[config.mk]
export PLATFORM = sky130hd
export DESIGN_NAME = imem_loader
export DESIGN_NICKNAME = d
export VERILOG_FILES = /design/src/rtl/imem_loader_pkg.sv /design/src/rtl/loader_word_asm.sv /design/src/rtl/imem_loader.sv
export SDC_FILE = /design/constraint.sdc
export NUM_CORES = 1
export LEC_CHECK = 0
export BUFFER_PORTS_ARGS = -buffer_cell sky130_fd_sc_hd__buf_2
export CAP_MARGIN = 30
export CORE_MARGIN = 4
export CORE_UTILIZATION = 58
export DETAILED_ROUTE_END_ITERATION = 8
export PLACE_DENSITY = 0.79
export SETUP_SLACK_MARGIN = 0.3
export SLEW_MARGIN = 25
export SYNTH_ARGS = -nofsm -noshare
export SYNTH_HDL_FRONTEND = slang
export SYNTH_SLANG_ARGS = --single-unit
[constraint.sdc]
create_clock -name clk -period 4.1 [get_ports clk]
set_input_delay 0.205 -clock clk [delete_from_list [all_inputs] [get_ports clk]]
set_output_delay 0.205 -clock clk [all_outputs]
set_load 0.02 [all_outputs]
[src/rtl/imem_loader_pkg.sv]
// Shared types and constants for the boot-time instruction memory loader.
package imem_loader_pkg;

    typedef enum logic [2:0] {
        IDLE   = 3'd0,
        LEN_LO = 3'd1,
        LEN_HI = 3'd2,
        DATA   = 3'd3,
        WRITE  = 3'd4,
        CHECK  = 3'd5,
        DONE   = 3'd6,
        ERR    = 3'd7
    } loader_state_t;

    localparam logic [7:0] SYNC_BYTE_DEFAULT = 8'hA5;
    localparam int         LEN_W             = 16;

endpackage

[src/rtl/loader_word_asm.sv]
// Collects four bytes into a little-endian word; "last" flags that the next
// accepted byte completes the word, and "word" already includes that byte.
module loader_word_asm (
    input  logic        clk,
    input  logic        rst,
    input  logic        clr,
    input  logic        load,
    input  logic [7:0]  byte_in,
    output logic [31:0] word,
    output logic        last
);

    logic [1:0] idx_reg;

    always_ff @(posedge clk) begin
        if (rst || clr) begin
            idx_reg <= 2'd0;
        end else if (load) begin
            idx_reg <= idx_reg + 2'd1;
        end
    end

    assign last = (idx_reg == 2'd3);

    generate
        for (genvar gi = 0; gi < 4; gi++) begin : g_lane
            logic [7:0] lane_reg;
            logic       hit;

            assign hit = load && (idx_reg == 2'(gi));

            always_ff @(posedge clk) begin
                if (rst) begin
                    lane_reg <= 8'd0;
                end else if (hit) begin
                    lane_reg <= byte_in;
                end
            end

            // Bypass the byte being accepted so the word is complete on the 4th byte.
            assign word[8*gi +: 8] = hit ? byte_in : lane_reg;
        end
    endgenerate

endmodule

[src/rtl/imem_loader.sv]
// Boot loader: receives a framed byte stream and writes it into instruction
// memory, holding the CPU in reset until done. IMEM_LOADER_CHECKSUM_EN adds an XOR checksum byte.
module imem_loader
    import imem_loader_pkg::*;
#(
    parameter int         IMEM_WORDS = 256,
    parameter int         ADDR_W     = 8,
    parameter logic [7:0] SYNC_BYTE  = SYNC_BYTE_DEFAULT
) (
    input  logic              clk,
    input  logic              rst,
    input  logic              rx_valid,
    input  logic [7:0]        rx_data,
    output logic              rx_ready,
    output logic              imem_we,
    output logic [ADDR_W-1:0] imem_addr,
    output logic [31:0]       imem_wdata,
    output logic              cpu_rst,
    output logic              load_done,
    output logic              load_err
);

    loader_state_t     state_reg, state_next;
    logic [7:0]        len_lo_reg;
    logic [LEN_W-1:0]  len_reg;
    logic [LEN_W-1:0]  cnt_reg;
    logic [ADDR_W-1:0] imem_addr_reg;
    logic [31:0]       imem_wdata_reg;
    logic              cpu_rst_reg, load_done_reg, load_err_reg;

    logic              accept;
    logic [LEN_W-1:0]  len_full;
    logic              last_word;
    logic [31:0]       asm_word;
    logic              asm_last;

`ifdef IMEM_LOADER_CHECKSUM_EN
    logic [7:0]        csum_reg;
`endif

    assign rx_ready  = !rst && (state_reg != WRITE);
    assign accept    = rx_valid && rx_ready;
    assign len_full  = {rx_data, len_lo_reg};
    assign last_word = (cnt_reg == len_reg - LEN_W'(1));

    loader_word_asm u_word_asm (
        .clk     (clk),
        .rst     (rst),
        .clr     (accept && (state_reg == LEN_HI)),
        .load    (accept && (state_reg == DATA)),
        .byte_in (rx_data),
        .word    (asm_word),
        .last    (asm_last)
    );

    always_comb begin
        state_next = state_reg;
        case (state_reg)
            IDLE:   if (accept && rx_data == SYNC_BYTE) state_next = LEN_LO;
            LEN_LO: if (accept) state_next = LEN_HI;
            LEN_HI: begin
                if (accept) begin
                    if (len_full == '0 || len_full > LEN_W'(IMEM_WORDS)) state_next = ERR;
                    else                                                   state_next = DATA;
                end
            end
            DATA:   if (accept && asm_last) state_next = WRITE;
            WRITE: begin
`ifdef IMEM_LOADER_CHECKSUM_EN
                state_next = last_word ? CHECK : DATA;
`else
                state_next = last_word ? DONE : DATA;
`endif
            end
`ifdef IMEM_LOADER_CHECKSUM_EN
            CHECK:  if (accept) state_next = (rx_data == csum_reg) ? DONE : ERR;
`endif
            default: state_next = state_reg;
        endcase
    end

    always_ff @(posedge clk) begin
        if (rst) begin
            state_reg      <= IDLE;
            len_lo_reg     <= 8'd0;
            len_reg        <= '0;
            cnt_reg        <= '0;
            imem_addr_reg  <= '0;
            imem_wdata_reg <= 32'd0;
            cpu_rst_reg    <= 1'b1;
            load_done_reg  <= 1'b0;
            load_err_reg   <= 1'b0;
        end else begin
            state_reg <= state_next;
            if (accept && state_reg == LEN_LO) len_lo_reg <= rx_data;
            if (accept && state_reg == LEN_HI) begin
                len_reg <= len_full;
                cnt_reg <= '0;
            end
            // Write port registers load on the 4th byte so imem_we lines up with them.
            if (accept && state_reg == DATA && asm_last) begin
                imem_addr_reg  <= cnt_reg[ADDR_W-1:0];
                imem_wdata_reg <= asm_word;
            end
            if (state_reg == WRITE && !last_word) cnt_reg <= cnt_reg + LEN_W'(1);
            cpu_rst_reg   <= cpu_rst_reg && (state_reg != DONE);
            load_done_reg <= load_done_reg || (state_reg == DONE);
            load_err_reg  <= load_err_reg || (state_reg == ERR);
        end
    end

`ifdef IMEM_LOADER_CHECKSUM_EN
    always_ff @(posedge clk) begin
        if (rst) begin
            csum_reg <= 8'd0;
        end else if (accept && state_reg == LEN_HI) begin
            csum_reg <= 8'd0;
        end else if (accept && state_reg == DATA) begin
            csum_reg <= csum_reg ^ rx_data;
        end
    end
`endif

    assign imem_we    = (state_reg == WRITE);
    assign imem_addr  = imem_addr_reg;
    assign imem_wdata = imem_wdata_reg;
    assign cpu_rst    = cpu_rst_reg;
    assign load_done  = load_done_reg;
    assign load_err   = load_err_reg;

endmodule
==> results.cfg <==
[floorplan]
start_util_pct = 60.4
die_height_um = 101
rows = 33
die_area_mm2 = 0.0102
die_w_um = 101
io_pins = 56
core_area_mm2 = 0.00830

[routing]
viasPerCell = 5.80
routed_wl_um = 11400
drtIter0Drc = 240
drc = 0
vias = 4228
detail_route.wl_per_cell_um = 15.7
drtPass1Iterations = 5
ant_nets = 0

[logic_synthesis]
yosys.area.top_type = dfxtp_1
synth_nets = 609
ys_top_cells_by_count = dfxtp_1 (112), nand2_1 (97), nor2_1 (68)
async_reset_ff_share_pct = 0
synth_most_common_cell = dfxtp_1
synth.distinct_cells = 58
ys.flop_type = dfxtp_1
seq_area_frac_synth_pct = 44.7
yosysTopAreaCellShare_pct = 44.7
synth_seq_cells = 112
synth.avg_cell_area_um2 = 8.47
syn_area_mm2 = 0.00501
synth_area_leaders = dfxtp_1 (45%), nand2_1 (7.3%), mux2i_1 (5.2%), nor2_1 (5.1%), a21oi_1 (4.1%)
synth_edf_count = 0
synth_cells = 592
yosys_warnings = 0

[global_routing]
grt_pass1_vias = 4018
grt_usage_pct = 23.3
grt_overflow = 0
grt_max_degree = 90
grt_pass1_wl_um = 19000
antenna_found_initial = 0

[cts]
ctsResizeCount = 0
cts_tree = built
cts_sinks = 112
clockBufferDepth = 2
clock_latency_ns = 0.38
cts_setup_buffers = 0
cts_hold_buf = 0
cts-root-buf = clkbuf_8
cts_htree_levels = 3
cts_buffers = 9
clk_pin_slew_ns = 0.12

[worst_setup_path]
cp.required_ns = 4.42
reg2reg_from = len_reg[0]
critPathArrivalTime_ns = 3.89
cp_cell_sequence = inv_1 > ha_1 > nor4bb_1 > o211ai_1 > nor4b_1 > or4b_4 > or4_4 > a211oi_4 > a221o_1
crit_type = reg -> reg
endpoint_kind = register
r2r-end = cnt_reg[5]
reg2reg_depth = 9
slowest_delay_ns = 0.64
cp_max_fo = 15
r2r_setup_slack_ns = 0.54
crit_path_start_kind = register
slowest_stage = a211oi_4

[placed_design]
place_inst = 713
place_congestion = 0.851
dp_hpwl_um = 7900
port_buffers = 55

[sta]
tns_ns = 0
finalCritPeriodShare_pct = 86.9
clock_skew_ns = 0.0133
hold_viol = 0
min_period_ns = 3.56
tightest_slew_ns = 0.867
relSlewSlack_pct = 42.2
fmax_mhz = 281
report.final.slew_viol_count = 0
setup_viol = 0
grt_setup_unrepaired = false

[finish]
syn2layout_area_growth_pct = 9.71
nets = 636
layoutNonFillerInstCount = 729
largest_register_ffs = 32
drive_gt1_share_pct = 14.6
antenna_cells = 0

[hold_path]
hold_start = rx_data[3]
whs_path_depth = 3
min_to = imem_wdata[27]
hold_path_class = in -> reg

[status]
status = finished, final reports clean

[flow_run]
maxCapViolations = 0

[power_and_ir_drop]
p_leak_nw = 2.25
p_per_area_mw_per_mm2 = 326
max-vdd-ir-drop_uv = 232
[how the worst max path moves through the flow]
stage	from	endpoint	slack [ns]	cells after the start
2_1_floorplan	len_reg[0]	cnt_reg[10]	1.04	11
3_3_place_gp	len_reg[0]	cnt_reg[7]	0.75	9
3_5_place_dp	len_reg[0]	cnt_reg[7]	0.56	9
4_1_cts	len_reg[0]	cnt_reg[6]	0.54	9
5_1_grt	len_reg[0]	cnt_reg[12]	0.35	9
6_report	len_reg[0]	cnt_reg[5]	0.54	9
[where the power goes]
group	leakage, nW	internal (mW)	switching (mW)
Sequential	0.902	1.09	0.000293
Combinational	1.24	0.00978	0.0352
Clock	0.107	0.248	0.411
[cells by family (layout without fill, tap and decap cells)]
logic type | Yosys count | after routing | synth area share (%)
simple gates | 259 | 259 | 25.0
xor+xnor | 21 | 21 | 3.67
fa+ha+maj | 6 | 6 | 1.50
mux | 27 | 27 | 5.41
buf+inv | 53 | 85 | 4.27
compound gates | 114 | 114 | 15.4
flops | 112 | 112 | 44.7
[placed cells by master, fill, tap and decap left out, drive strengths merged, types with 2 or more instances in the layout]
cell type / synthesis / final
mux2i: 26 / 26
o21ai: 14 / 14
nand2: 97 / 97
and3: 3 / 3
dfxtp: 112 / 112
nor3b: 3 / 3
clkbuf: 41 / 9
nand3: 8 / 8
a22o: 3 / 3
xnor2: 10 / 10
and2: 6 / 6
xor2: 11 / 11
nor2: 68 / 68
ha: 6 / 6
or3: 2 / 2
o211ai: 3 / 3
a21oi: 41 / 41
nor3: 17 / 17
nand4: 5 / 5
or2: 2 / 2
inv: 7 / 11
buf: 5 / 62
nor4: 15 / 15
or4: 6 / 6
nand2b: 16 / 16
clkinv: 0 / 3
nand3b: 3 / 3
a221o: 10 / 10
a211oi: 26 / 26
a31oi: 2 / 2
[worst max-delay path, delay by kind of cell, from the launching register on]
family,cells,cell delay [ns]
AO/OA/AOI/OAI,3,1.02
adder cells (fa/ha/maj),1,0.27
buffers and inverters,1,0.08
flip-flops,1,0.39
AND/OR/NAND/NOR,4,1.74
[through the flow]
step | total power, mW | worst slack [ns] | hold slack [ns] | utilization [%] | area, µm²
2_1_floorplan | 1.14 | 1.04 | 0.314 | - | 5010
3_3_place_gp | 1.16 | 0.750 | 0.435 | 63.8 | 5300
3_5_place_dp | 1.16 | 0.558 | 0.444 | 63.8 | 5300
4_1_cts | 1.81 | 0.544 | 0.136 | 66.3 | 5500
5_1_grt | 1.86 | 0.349 | 0.131 | 66.3 | 5500
6_report | 1.79 | 0.537 | 0.151 | 66.3 | 5500
[final cells by class]
cell class / instances / area (µm²)
Clock inverter: 7 / 82.6
Fill cell: 719 / 2800
Clock buffer: 9 / 124
Inverter: 7 / 26.3
Multi-Input combinational cell: 427 / 2560
Timing Repair Buffer: 62 / 330
Sequential cell: 112 / 2240
Tap cell: 105 / 131
[per-layer routing]
metal	up-vias	track usage, %	wire [µm]
li1	2121	-	-
met2	115	39.0	5640
met1	1966	29.1	4910
met3	26	5.95	641
met5	-	0	0
met4	0	7.87	247
(Power assumes the default switching activity.)
